File: src/rtl/color_word_generator.sv
// Emits the ASCII word "COLOR" or "COLOUR" as a valid/ready letter stream,
// repeated a programmable number of times with an idle gap between words.
module color_word_generator #(
    parameter int REPEAT_W = 4,
    parameter int GAP_W    = 4
) (
    input  logic                clk,
    input  logic                rst,
    input  logic                start,
    input  logic                variant,
    input  logic [REPEAT_W-1:0] repeat_cnt,
    input  logic [GAP_W-1:0]    gap,
    input  logic                abort,
    input  logic                ready,
    output logic [7:0]          letter,
    output logic                valid,
    output logic                word_end,
    output logic                busy,
    output logic                done
);

    typedef enum logic [1:0] {
        ST_IDLE,
        ST_SEND,
        ST_GAP
    } state_t;

    localparam logic [7:0] CH_C = 8'h43;
    localparam logic [7:0] CH_O = 8'h4F;
    localparam logic [7:0] CH_L = 8'h4C;
    localparam logic [7:0] CH_U = 8'h55;
    localparam logic [7:0] CH_R = 8'h52;

    state_t              state, state_next;
    logic [2:0]          idx, idx_next;
    logic [REPEAT_W-1:0] words_left, words_next;
    logic [GAP_W-1:0]    gap_cnt, gap_cnt_next;
    logic [GAP_W-1:0]    gap_len, gap_len_next;
    logic                variant_q, variant_next;
    logic [7:0]          letter_next;
    logic                valid_next, word_end_next, busy_next, done_next;
    logic                transfer;

    function automatic logic [2:0] last_idx(input logic v);
        return v ? 3'd5 : 3'd4;
    endfunction

    // Index 4 is 'U' only in COLOUR; otherwise it is the closing 'R'.
    function automatic logic [7:0] letter_code(input logic v, input logic [2:0] i);
        logic [7:0] code;
        code = CH_R;
        case (i)
            3'd0:    code = CH_C;
            3'd1:    code = CH_O;
            3'd2:    code = CH_L;
            3'd3:    code = CH_O;
            3'd4:    code = v ? CH_U : CH_R;
            default: code = CH_R;
        endcase
        return code;
    endfunction

    assign transfer = valid && ready;

    // NOTE: every signal gets a default before the case so no path leaves one unassigned (no latch).
    always_comb begin
        state_next   = state;
        idx_next     = idx;
        words_next   = words_left;
        gap_cnt_next = gap_cnt;
        gap_len_next = gap_len;
        variant_next = variant_q;
        done_next    = 1'b0;

        unique case (state)
            ST_IDLE: begin
                if (start && repeat_cnt != '0) begin
                    variant_next = variant;
                    gap_len_next = gap;
                    words_next   = repeat_cnt;
                    idx_next     = 3'd0;
                    state_next   = ST_SEND;
                end
            end
            ST_SEND: begin
                if (transfer) begin
                    if (word_end) begin
                        words_next = words_left - 1'b1;
                        idx_next   = 3'd0;
                        if (words_left == REPEAT_W'(1)) begin
                            state_next = ST_IDLE;
                            done_next  = 1'b1;
                        end else if (gap_len != '0) begin
                            state_next   = ST_GAP;
                            gap_cnt_next = gap_len;
                        end
                    end else begin
                        idx_next = idx + 3'd1;
                    end
                end
            end
            ST_GAP: begin
                if (gap_cnt == GAP_W'(1)) begin
                    state_next = ST_SEND;
                    idx_next   = 3'd0;
                end else begin
                    gap_cnt_next = gap_cnt - 1'b1;
                end
            end
            default: state_next = ST_IDLE;
        endcase

        // Abort wins over everything, including the final done pulse.
        if (abort && state != ST_IDLE) begin
            state_next = ST_IDLE;
            done_next  = 1'b0;
        end

        // Outputs are derived from the next state so they can be registered.
        valid_next    = (state_next == ST_SEND);
        letter_next   = valid_next ? letter_code(variant_next, idx_next) : 8'h00;
        word_end_next = valid_next && (idx_next == last_idx(variant_next));
        busy_next     = (state_next != ST_IDLE);
    end

    // NOTE: sequential state uses non-blocking assignments so all registers update from the same pre-edge values.
    always_ff @(posedge clk or posedge rst) begin
        if (rst) begin
            state      <= ST_IDLE;
            idx        <= '0;
            words_left <= '0;
            gap_cnt    <= '0;
            gap_len    <= '0;
            variant_q  <= 1'b0;
            letter     <= 8'h00;
            valid      <= 1'b0;
            word_end   <= 1'b0;
            busy       <= 1'b0;
            done       <= 1'b0;
        end else begin
            state      <= state_next;
            idx        <= idx_next;
            words_left <= words_next;
            gap_cnt    <= gap_cnt_next;
            gap_len    <= gap_len_next;
            variant_q  <= variant_next;
            letter     <= letter_next;
            valid      <= valid_next;
            word_end   <= word_end_next;
            busy       <= busy_next;
            done       <= done_next;
        end
    end

endmodule
File: config.mk
export PLATFORM = sky130hd
export DESIGN_NAME = color_word_generator
export DESIGN_NICKNAME = d
export VERILOG_FILES = /design/src/rtl/color_word_generator.sv
export SDC_FILE = /design/constraint.sdc
export NUM_CORES = 1
export LEC_CHECK = 0
export ABC_AREA = 1
export CAP_MARGIN = 5
export CORE_AREA = 2 2 64 66
export DETAILED_ROUTE_END_ITERATION = 6
export DIE_AREA = 0 0 66 68
export RECOVER_POWER = 100
export SLEW_MARGIN = 20
export SYNTH_ARGS = -nofsm -noshare
export SYNTH_HDL_FRONTEND = slang
export SYNTH_SLANG_ARGS = --single-unit
export TNS_END_PERCENT = 30
File: constraint.sdc
create_clock -name clk -period 1.6 [get_ports clk]
set_input_delay 0.48 -clock clk [delete_from_list [all_inputs] [get_ports clk]]
set_output_delay 0.48 -clock clk [all_outputs]
set_load 0.03 [all_outputs]
* After elaboration in Yosys (flattened, before gate mapping)
Cells that the tools add are included.
** Operators by class
- Mux-type cells :: 34
- Equality and inequality tests :: 16
- Reduce and logical (&&, ||, !) cells :: 16
- Add/subtract/negate cells :: 3
** Operators by type and width (number)
- 4-bit 2-to-1 mux :: 8
- 5-bit one-hot mux with 4 select lines :: 1
- 4-bit one-hot mux with 2 select lines :: 2
- 3-bit 2-to-1 mux :: 5
- 2-bit 2-to-1 mux :: 7
- 2-bit != test, second input constant :: 6
- 3-bit one-hot mux with 3 select lines :: 1
- 4-bit by 1-bit == test with 1-bit output, second input constant :: 2
- 1-bit 2-to-1 mux :: 8
- 8-bit 2-to-1 mux :: 1
- 2-bit nonzero test :: 4
- 4-bit nonzero test :: 2
- 4-bit by 1-bit subtractor with 4-bit output, second input constant :: 2
- 3-bit by 2-bit == test with 1-bit output, second input constant :: 2
- 2-bit one-hot mux with 3 select lines :: 1
- 6-bit AND reduction :: 1
- 2-bit by 1-bit == test with 1-bit output, second input constant :: 2
- 1-bit logical AND :: 4
- 4-bit AND reduction :: 1
- 3-bit by 1-bit adder with 3-bit output, second input constant :: 1
- 3-bit by 1-bit == test with 1-bit output, second input constant :: 1
- 3-bit == test :: 1
- 3-bit == test, second input constant :: 1
- 3-bit zero test :: 1
- 4 further kinds :: 4
** Storage, ports and cells
- Bits in registers :: 30
- Logic and storage cells :: 80
- Output and inout bits :: 12

* Depth between registers and ports, before layout
Gate-level depths: netlist of the first run.
- Word-level depth :: 9
- Depth in mapped cells :: 12

* Worst setup path after synthesis of the first run
No wires, ideal clock.
- Path type :: register -> register
- From :: register letter[6] (netlist name)
- To :: register letter[2]
- Buffers on the path :: 0
- Path slack :: 115 ps
- Data arrival time :: 1354 ps
- Data required time :: 1469 ps
- Setup time :: 131 ps
- Cell stages (with the launch flop) :: 8
- Cell sequence :: dfrtp_1 > nand2_1 > inv_1 > o21ai_0 > o211ai_1 > nand2_2 > o21ai_0 > a21oi_1
** RTL lines
- end signal, assigned :: line 147 : letter <= letter_next;
- end, declared :: line 15 : output logic [7:0] letter,

* Final worst setup path of the first run
- From :: register word_end
- To :: output word_end
** RTL lines
- start, declared :: line 17 : output logic word_end,
- start signal, assigned :: line 149 : word_end <= word_end_next;
No word-level cell between the ends.

==> key figures, run 1 <==
STA
  • Final period utilization: 0.957
  • Slew @ Worst Pin: 0.676 ns
  • Final Skew: roughly 0.0053 ns
  • RSZ-0062 raised after global routing: true
  • Final hold violations: 0
  • Achievable Freq: ~650 MHz
  • Clock period minus worst slack: 1.53 ns
  • Setup TNS: 0 ns
  • Slew Viols, Final: 0
  • Max_slew headroom: 0.549
  • Final setup violation count: 0

Floorplan
  • Die footprint: around 4500 sq um
  • Die W: 66 microns
  • Row count: 23
  • Core Area: approximately 3900 sq um
  • Initial Utilization: 0.373
  • Die Height: 68 microns
  • I/O pin count: 26

Synth
  • Post-synthesis mux area share: 0.0104
  • Post-synthesis compound-gate area fraction: 0.139
  • Synth Register Bits: 27
  • Yosys warning total: 0
  • Sequential share of the synthesized area: 0.469
  • Number of flops mapped to enable cells by yosys: 0
  • Largest family of logic cells by synthesized area: simple AND/OR/NAND/NOR gates
  • Mapped Area: 1440 sq um
  • XOR/XNOR Fraction of Synth Area: 0.00608
  • Simple-gate area share of the yosys netlist: 0.235
  • Cell count after synthesis: 175
  • Cell variety after synth: 31
  • Async set-reset flop share out of synthesis: 1.00
  • Top FF cell, synth: dfrtp_1
  • Avg Cell Area, Syn: 8.23 sq um
  • Synth Area in Adders: 0.0434

Critical path
  • CP endpoint kind: output pin
  • Critical path origin: word_end$_DFF_PP0_
  • Slowest-stage cell, CP: dlygate4sd2_1
  • Startpoint types: flop
  • Reg2reg end: letter[1]$_DFF_PP0_
  • Setup CP Type: reg -> out
  • Crit Reg-Reg Startpoint: gap_cnt[1]$_DFFE_PP0P_
  • CP required: approximately 1.1 ns
  • Largest delay share family, worst path: buffers and inverters
  • Crit-path max cell delay: 0.40 ns
  • Worst path arrival time: approximately 1.1 ns
  • R2R setup slack: 0.07 ns
  • Buf/Inv on CP: 1
  • R2R cell count: 11
  • CP cell instances: dlygate4sd2_1
  • Crit-path max FO: 3

Placed design
  • Hpwl dp: 2330 microns
  • Final RePlAce weighted congestion: 0.830
  • Count of input and output buffers: 23
  • Placed cells: 254

Global route
  • Grt total ovfl: 0
  • Initial antenna violation count: 0
  • Pin count of the biggest net entering global routing: 28
  • Vias in the first global route: 1,176
  • First-pass GRT wire length: 5120 microns
  • GRT Total Usage: 0.151

Finish
  • Most frequent cells in the layout: nand2_1, dfrtp_1, inv_1
  • Most common cell after layout, fill and taps aside: nand2_1
  • Final nets: around 230
  • Area added between synthesis and finish: 33.5%
  • Layout cells sized above 1: 0.264
  • Fin cells: 262
  • Fillers: 392
  • Util after Layout: 0.499
  • ANT cells: 0

Power
  • Maximum VDD drop: 1.00 mV
  • Leakage: 0.967 nW
  • Pwr dens: 1880 nW/um^2

Detailed routing
  • Drt drc: 0
  • First-pass DRT Iterations: 4
  • Final wirelength: between 3000 and 4000 microns
  • Post-DRT Antenna Nets: 0
  • Via Count: about 1,300
  • Mean number of vias per cell: 4.83
  • Initial DRC Count: 61
  • Routed WL per cell: 12.1 microns

Job
  • Max Cap Viol: 0

Hold path
  • Hold Path End: words_left[1]$_DFFE_PP0P_
  • Hold path cells: 3
  • Worst hold start: repeat_cnt[1]
  • Path category of the worst min-delay check: in -> reg

CTS
  • Clock Latency Late Sink: about 0.27 ns
  • Root Driver: clkbuf_8
  • CTS buffer count: 3
  • CTS HTree Levels: 1
  • Clk pin slew, worst setup/hold paths: 0.09 ns
  • Longest Clk Path Bufs: 2
  • CTS tree: built
  • Clk sink count: 27

Outcome
  • Status: finished clean
report_power, final:
| part | leakage, nW | total (mW) | switching, mW | internal, mW |
|---|---|---|---|---|
| sequential | 0.334 | 1.17 | 0.198 | 0.969 |
| clock | 0.0228 | 0.386 | 0.208 | 0.178 |
| combinational | 0.610 | 2.06 | 1.25 | 0.817 |
cell families (layout without fill, tap and decap cells):
group,count (synthesis),after routing
AND/OR/NAND/NOR,74,74
AO/OA/AOI/OAI,35,35
buffers and inverters,31,67
flip-flops,27,27
adder cells (fa/ha/maj),5,5
other,1,2
XOR/XNOR,1,1
multiplexers,1,1
layer usage:
| metal | vias up | track usage | routed length, microns |
|---|---|---|---|
| met5 | - | 0 | 0 |
| met4 | 0 | 0.0536 | 45 |
| met3 | 5 | 0.0247 | 127 |
| met2 | 25 | 0.260 | 1580 |
| met1 | 605 | 0.193 | 1410 |
| li1 | 630 | - | - |
what timing repair did:
action / in CTS / in global routing
setup buffers: 0 / 4
hold buffers: 0 / 0
endpoints found under the setup margin: 17 / 17
resized for setup: 19 / 31
pin swaps: 0 / 14
final cells by class:
type | instances | area (sq um) | share of cell area
Clock buffer | 4 | 45.0 | 0.0234
Inverter | 27 | 109 | 0.0566
Multi-Input combinational cell | 118 | 717 | 0.373
Sequential cell | 27 | 676 | 0.351
Tap cell | 50 | 62.6 | 0.0325
Timing Repair Buffer | 36 | 314 | 0.163
synth_stat cells, types with 2 or more instances:
master,count,area [sq um]
nand2_1,38,143
dfrtp_1,27,676
inv_1,24,90.1
o21ai_0,19,95.1
nor2_1,14,52.6
a21oi_1,5,25.0
ha_1,5,62.6
nand2_2,5,31.3
nand3_1,5,25.0
nor3_1,4,20.0
buf_4,3,22.5
inv_2,3,11.3
o211ai_1,3,22.5
nand3_2,2,20.0
nand4_1,2,12.5
flip-flops by register name, summed over array words and instances (netlist names):
signal	count
gap_len	4
letter	6
done	1
variant_q	1
busy	1
words_left	4
state	2
gap_cnt	4
word_end	1
idx	3
worst max path at each step:
stage,end,slack [ns],cells after the start
floorplan,letter[2]$_DFF_PP0_,0.12,7
finish,word_end,0.07,1
CTS,word_end$_DFF_PP0_,-0.03,12
detailed placement,letter[2]$_DFF_PP0_,-0.42,8
global route,letter[1]$_DFF_PP0_,-0.08,11
global placement,word_end$_DFF_PP0_,-0.36,9
metrics by stage:
| step | worst slack [ns] | hold slack, ns | power, mW | instance area, sq um |
|---|---|---|---|---|
| 2_1_floorplan | 0.115 | 0.453 | 2.44 | 1440 |
| 3_3_place_gp | -0.364 | 0.470 | 2.97 | 1780 |
| 3_5_place_dp | -0.424 | 0.487 | 3.03 | 1780 |
| 4_1_cts | -0.0317 | 0.510 | 3.42 | 1840 |
| 5_1_grt | -0.0774 | 0.567 | 3.96 | 1920 |
| 6_report | 0.0685 | 0.526 | 3.62 | 1920 |
No activity file was read; power rests on OpenSTA's default activity.
==> inputs of run 2 (changes only) <==
SETUP_SLACK_MARGIN = 0.1   (was not set)
clock period = 1.5 ns   (was 1.6 ns; I/O delays follow)
==> key figures, run 2 (synthesis results as in run 1) <==
STA
  • Final period utilization: 1.00
  • Final Skew: between 0.006 and 0.007 ns
  • Final hold violations: 0
  • Achievable Freq: 664 MHz
  • Clock period minus worst slack: 1.51 ns
  • RSZ-0062 raised after global routing: true
  • Slew Viols, Final: 0
  • Slew @ Worst Pin: 0.685 ns
  • Final setup violation count: 2
  • Setup TNS: -0.00680 ns
  • Hold slack final: 0.520 ns
  • Slack of the critical path: -0.00502 ns
  • Max_slew headroom: 0.543

Finish
  • Area added between synthesis and finish: 42.5%
  • Layout cells sized above 1: 0.382
  • ANT cells: 0
  • Most flops, register: letter
  • Most frequent cells in the layout: nand2_1, dfrtp_1, buf_4
  • Max reg flops: 6
  • Final nets: 240
  • Most common cell after layout, fill and taps aside: nand2_1
  • Fillers: 382

CTS
  • CTS HTree Levels: 1
  • Clk pin slew, worst setup/hold paths: 0.10 ns
  • Longest Clk Path Bufs: 2
  • Hold_buf cts: 0
  • Clk sink count: 27
  • CTS tree: built
  • Root Driver: clkbuf_8
  • Clock Latency Late Sink: 0.28 ns
  • CTS buffer count: 3

Power
  • P_int: 2.31 mW
  • Comb pwr share: 0.604
  • Sequential Power Share: 0.294
  • Maximum VDD drop: 1.06 mV
  • Sw Share: 0.460
  • Pwr dens: 2090 nW/um^2
  • Leakage: 0.958 nW
  • Sw Pwr: 1.97 mW
  • Clock Power Share: 0.102

Floorplan
  • Row count: 23
  • Die Height: just under 70 microns
  • Die footprint: roughly 4500 sq um
  • Initial Utilization: 0.373
  • Die W: ~66 microns
  • Core Area: 3860 sq um
  • I/O pin count: 26

Global route
  • First-pass GRT wire length: slightly above 5000 microns
  • Grt total ovfl: 0
  • Met3 usage: 0.0296
  • M1 GR Usage: 0.184
  • Pin count of the biggest net entering global routing: 28
  • Initial antenna violation count: 0
  • Vias in the first global route: roughly 1,200
  • GRT busiest layer: met2
  • Grt met2 use: 0.259
  • GRT Total Usage: 0.150

Detailed routing
  • Final wirelength: between 3000 and 4000 microns
  • Mean number of vias per cell: between 4 and 5
  • Drt drc: 0
  • First-pass DRT Iterations: 4
  • Initial DRC Count: 27
  • Via Count: roughly 1,300
  • Routed WL per cell: roughly 13 microns
  • Post-DRT Antenna Nets: 0

Critical path
  • Setup CP Type: reg -> reg
  • Crit-path max cell delay: 0.40 ns
  • CP cell instances: inv_2 -> ha_4 -> nand2_2 -> o21bai_1 -> nand2_2 -> nand2_2 -> nand2_4 -> inv_2 -> nand2_2 -> nor2_2 -> nor2_1
  • Crit-path max FO: 5
  • CP required: 1.69 ns
  • Slowest-stage cell, CP: dfrtp_1
  • Worst path arrival time: 1.69 ns
  • Buf/Inv on CP: 2
  • Startpoint types: flop
  • Largest delay share family, worst path: simple AND/OR/NAND/NOR gates
  • Most Frequent Cell on Critical Path: nand2_2
  • CP endpoint kind: flop

Placed design
  • Count of input and output buffers: 23
  • Hpwl dp: roughly 2300 microns
  • Final RePlAce weighted congestion: 0.805
  • Dpl ws: -0.424 ns

Hold path
  • Path category of the worst min-delay check: reg -> reg

Outcome
  • Status: complete, but fails checks
  • Failing checks: negative setup slack

Job
  • Max Cap Viol: 0
==> run 2: changes by cell type in the layout (fill, tap and decap cells not counted), moves of 4 or more <==
cell           delta
o21ai_1           +4
o21ai_0           -4
buf_4             +8
clkbuf_1          +4
dlygate4sd2_1     -4
==> run 2: path summary, 6_finish.rpt <==
path | start | end | slack (ns) | depth (start not counted)
worst max register to register | gap_cnt[1]$_DFFE_PP0P_ | letter[1]$_DFF_PP0_ | -0.005 | 11
max in group asynchronous | rst | letter[6]$_DFF_PP0_ | 0.25 | 3
worst min-delay path | gap_cnt[1]$_DFFE_PP0P_ | gap_cnt[1]$_DFFE_PP0P_ | 0.52 | 2
worst max-delay path | gap_cnt[1]$_DFFE_PP0P_ | letter[1]$_DFF_PP0_ | -0.005 | 11
min in group asynchronous | rst | letter[3]$_DFF_PP0_ | 0.77 | 3
worst min register to register | gap_cnt[1]$_DFFE_PP0P_ | gap_cnt[1]$_DFFE_PP0P_ | 0.52 | 2
==> run 2: layout make-up <==
cell class,instances,area (sq um),share of cell area
multi-input combinational,118,803,0.391
tap,50,62.6,0.0305
sequential,27,678,0.330
clock inverter,1,7.51,0.00366
clock buffer,3,41.3,0.0201
inverter,27,109,0.0530
timing repair buffer,44,350,0.171
==> run 2: power by group through the flow <==
stage	clock, mW	sequential [mW]	combinational, mW
global route	0.468	1.30	2.85
CTS	0.445	1.23	2.23
detailed placement	0	1.22	2.07
finish	0.437	1.26	2.59
global placement	0	1.22	2.02
floorplan	0	1.34	1.27
==> run 2: through the flow <==
step / utilization / instances / total power, mW / cell area (sq um)
after floorplan: - / 176 / 2.61 / 1450
after detailed placement: 0.469 / 258 / 3.29 / 1810
after global placement: 0.469 / 258 / 3.24 / 1810
after CTS: 0.502 / 265 / 3.90 / 1940
after global routing: 0.532 / 270 / 4.62 / 2050
final: 0.532 / 270 / 4.28 / 2050
==> run 2: tightest hold or removal path, stage by stage (launching register included) <==
cell     delay (ns)
dfrtp_1        0.38
nand2_1        0.06
o21ai_1        0.06
==> run 2: repair_timing <==
item,4_1_cts,5_1_grt
setup endpoints to repair,29,23
buffers inserted,3,5
pin swaps,17,11
resized for setup,53,45
==> run 2: per-layer routing <==
layer,vias to the layer above,part of all wire
met2,15,0.52
met4,0,0.016
li1,649,-
met1,620,0.43
met5,-,0
met3,5,0.034
==> inputs of run 3 (changes only) <==
CAP_MARGIN = not set   (was 5)
==> results of run 3 <==
The final DEF is identical to that of run 2; final timing and power are the same.
==> patch 1 (flow settings as in run 1) <==
`GAP_W`: 4 -> 6.
--- a/src/rtl/color_word_generator.sv
+++ b/src/rtl/color_word_generator.sv
@@ -4,3 +4,3 @@
     parameter int REPEAT_W = 4,
-    parameter int GAP_W    = 4
+    parameter int GAP_W    = 6
 ) (
Interface: changed (resized gap); port bits go from 26 to 28. The function was not compared with the original's and may differ.
==> patch 1 against run 1 <==
- design area up 21%
- sequential cell count up 4
- sequential share of layout area down 1.8 points
- routed wire length up 25%
- count of clock-buffer cells in the layout up 2
- setup slack worse by 0.032 ns
- clock skew down 0.00050 ns
- total power up 33%
- area after synthesis up 19%
- core utilization up 11 points
- global-route usage up 3.9 points
- critical path type is now input port to register
- largest cell class unchanged
==> patch 1: results <==
export IMPL_clock_skew_final_ns=0.00480
export IMPL_post_cts_resized=14
export IMPL_wl_met2_um=2050
export IMPL_fill_cells=351
export IMPL_num_nonclk_buffers=45
export IMPL_outcome="complete, no violations"
export IMPL_p_switching_mw=2.12
export IMPL_synth_area_leaders="dfrtp_1, nand2_1, o21ai_0"
export IMPL_clkbuf_count=6
export IMPL_synth_xor_area_share_pct=1.53
export IMPL_wl_um=3960
export IMPL_wl_per_cell_um=12.9
export IMPL_seq_cells=31
export IMPL_synth_distinct_cells=33
export IMPL_h_tree_depth=2
export IMPL_hold_class="register to register"
export IMPL_seq_share_pct=33.4
export IMPL_vias=1499
export IMPL_irDropWorstVdd_mv=1.17
export IMPL_n_all_inverters=33
export IMPL_gp_congestion=0.879
export IMPL_grt_pass1_wl_um=6360
export IMPL_cp_startpoint="start"
export IMPL_relSlewSlack_pct=47.3
export IMPL_synth_compound_area_share_pct=13.2
export IMPL_finalNetCount=278
export IMPL_synthCells=209
export IMPL_clkPwrFrac_pct=16.6
## patch 1: through the flow
step           setup slack [ns]  TNS (ns)  util [%]  total power, mW  hold slack, ns
4_1_cts                 -0.0795    -0.292      57.9             4.55           0.513
5_1_grt                 -0.0494   -0.0988      60.5             5.23           0.559
6_report                 0.0363         0      60.5             4.80           0.514
2_1_floorplan            0.0585         0         -             3.03           0.471
3_5_place_dp             -0.405     -8.59      54.7             3.78           0.497
3_3_place_gp             -0.376     -7.35      54.7             3.70           0.504
## patch 1: how the worst min path moves through the flow
stage | endpoint | from | slack [ns] | depth (start not counted)
CTS | gap_len[0] | gap_len[0] | 0.51 | 2
global route | variant_q | variant_q | 0.56 | 2
detailed placement | gap_len[0] | gap_len[0] | 0.50 | 2
finish | gap_len[0] | gap_len[0] | 0.51 | 2
global placement | gap_len[0] | gap_len[0] | 0.50 | 2
floorplan | gap_len[3] | gap_len[3] | 0.47 | 2
==> patch 2 (flow settings as in run 1) <==
Without the edit above. Encoding of `state_t`: now one-hot (3 bits for 3 states).
--- a/src/rtl/color_word_generator.sv
+++ b/src/rtl/color_word_generator.sv
@@ -21,6 +21,6 @@
 
-    typedef enum logic [1:0] {
-        ST_IDLE,
-        ST_SEND,
-        ST_GAP
+    typedef enum logic [2:0] {
+        ST_IDLE = 3'b001,
+        ST_SEND = 3'b010,
+        ST_GAP  = 3'b100
     } state_t;
Function: no difference found for any inputs over 10 cycles, from zero or initial values and one cycle with rst high; not proved beyond that.
==> patch 2 against run 1 <==
- cell count rose by 13%
- routed wire length rose by 4.9%
- hold slack improved by 0.0055 ns
- setup slack worse by 0.056 ns
- critical path type is now register to register
- sequential cell count up 1
- largest cell class unchanged
- via count increased by 5.6%
- total power down 26%
- combinational power shrank 38%
- core utilization up 6.5 points
- design area grew 13%
- highest routed layer unchanged
- clock power grew 13%
- area after synthesis increased by 11%
==> patch 2: results <==
export IMPL_synth_distinct_cells=28
export IMPL_crit_arrival_ns=1.75
export IMPL_vias=1336
export IMPL_wl_um=3310
export IMPL_rr_worst_depth=7
export IMPL_outcome="complete, no violations"
export IMPL_yosys_area_share_adder_pct=3.92
export IMPL_grt_use_met2_pct=27.3
export IMPL_synth_compound_area_share_pct=11.7
export IMPL_reg2reg_to="letter[2]"
export IMPL_ys_seq_area_share_pct=44.0
export IMPL_synth_common_cells="nand2_1, inv_1, dfrtp_1, nor2_1, o21ai_0"
export IMPL_grt_usage_pct=15.8
export IMPL_yosys_warnings=0
export IMPL_synth_area_leaders="dfrtp_1, nand2_1, inv_1"
export IMPL_grt_pass1_wl_um=5370
export IMPL_regMostFlops="letter"
export IMPL_crit_path_max_fanout=7
export IMPL_clock_skew_final_ns=0.00256
export IMPL_drive_gt1_share_pct=27.2
export IMPL_gr_usage_met3_pct=1.64
export IMPL_clkPwrFrac_pct=16.1
export IMPL_synth_xor_area_share_pct=1.10
export IMPL_dpl_cell_count=289
export IMPL_drtIter0Drc=12
export IMPL_irDropWorstVdd_mv=0.643
export IMPL_wl_met2_um=1620
export IMPL_muxShareOfSynthArea_pct=0
export IMPL_h_tree_depth=1
export IMPL_top_layer="met4"
export IMPL_ff2ff_setup_slack_ns=0.01
export IMPL_post_dp_hpwl_um=2460
export IMPL_hold_class="input port to asynchronous set/reset pin"
export IMPL_met1_usage_pct=20.7
export IMPL_syn_avg_cell_area_um2=7.98
export IMPL_antenna_found_initial=0
export IMPL_firstDrtPassIters=4
export IMPL_final_cells=296
export IMPL_fill_cells=369
export IMPL_first_global_vias=1200
export IMPL_finalNetCount=266
export IMPL_grt_max_degree=16
export IMPL_met1Wirelength_um=1560
==> patch 2: stage by stage <==
step / area, um^2 / hold slack [ns]
final: 2170 / 0.531
after global routing: 2170 / 0.553
after floorplan: 1600 / 0.500
after global placement: 2000 / 0.524
after CTS: 2060 / 0.400
after detailed placement: 2000 / 0.534
==> patch 2: kinds of logic after synthesis <==
group                      Yosys count
xor gates and xnor gates             2
DFF                                 28
adders and majority gates            5
and+or+nand+nor                     95
other                                1
AOI/OAI and AO/OA                   31
buffers and inverters               38
==> patch 2: worst max path at each step <==
stage	endpoint	slack, ns	cells after the start
CTS	letter[1]	-0.04	10
global route	word_end	-0.06	10
detailed placement	letter[2]	-0.44	9
floorplan	letter[2]	0.11	8
global placement	letter[2]	-0.35	9
finish	letter[2]	0.01	7
==> patch 2: power groups by stage <==
stage,registers [mW],clock network (mW),logic (mW)
5_1_grt,1.01,0.479,1.41
6_report,0.984,0.435,1.28
4_1_cts,0.983,0.454,1.19
3_5_place_dp,0.999,0,1.20
2_1_floorplan,1.09,0,0.689
3_3_place_gp,0.997,0,1.20
==> patch 2: area by class of cell <==
| cell class | count | area share, % |
|---|---|---|
| clock buffers | 4 | 2.53 |
| inverters | 34 | 6.11 |
| multi-input cells | 135 | 38.2 |
| flip-flops and latches | 28 | 32.3 |
| well taps | 50 | 2.88 |
| repair buffers | 45 | 18.0 |
==> patch 2: worst max-delay path: stages, from the launching register on <==
cell     delay (ns)
dfstp_2        0.57
nand2_2        0.07
nor2_4         0.12
nand3_4        0.17
nand3_2        0.15
nand2_4        0.08
o21ai_2        0.21
a21oi_1        0.09
==> patch 2: repair_timing <==
item	CTS	global route
gates resized for setup	16	28
buffers inserted	0	3
endpoints found under the hold margin	0	0
setup endpoints to repair	24	17
pin swaps	1	11
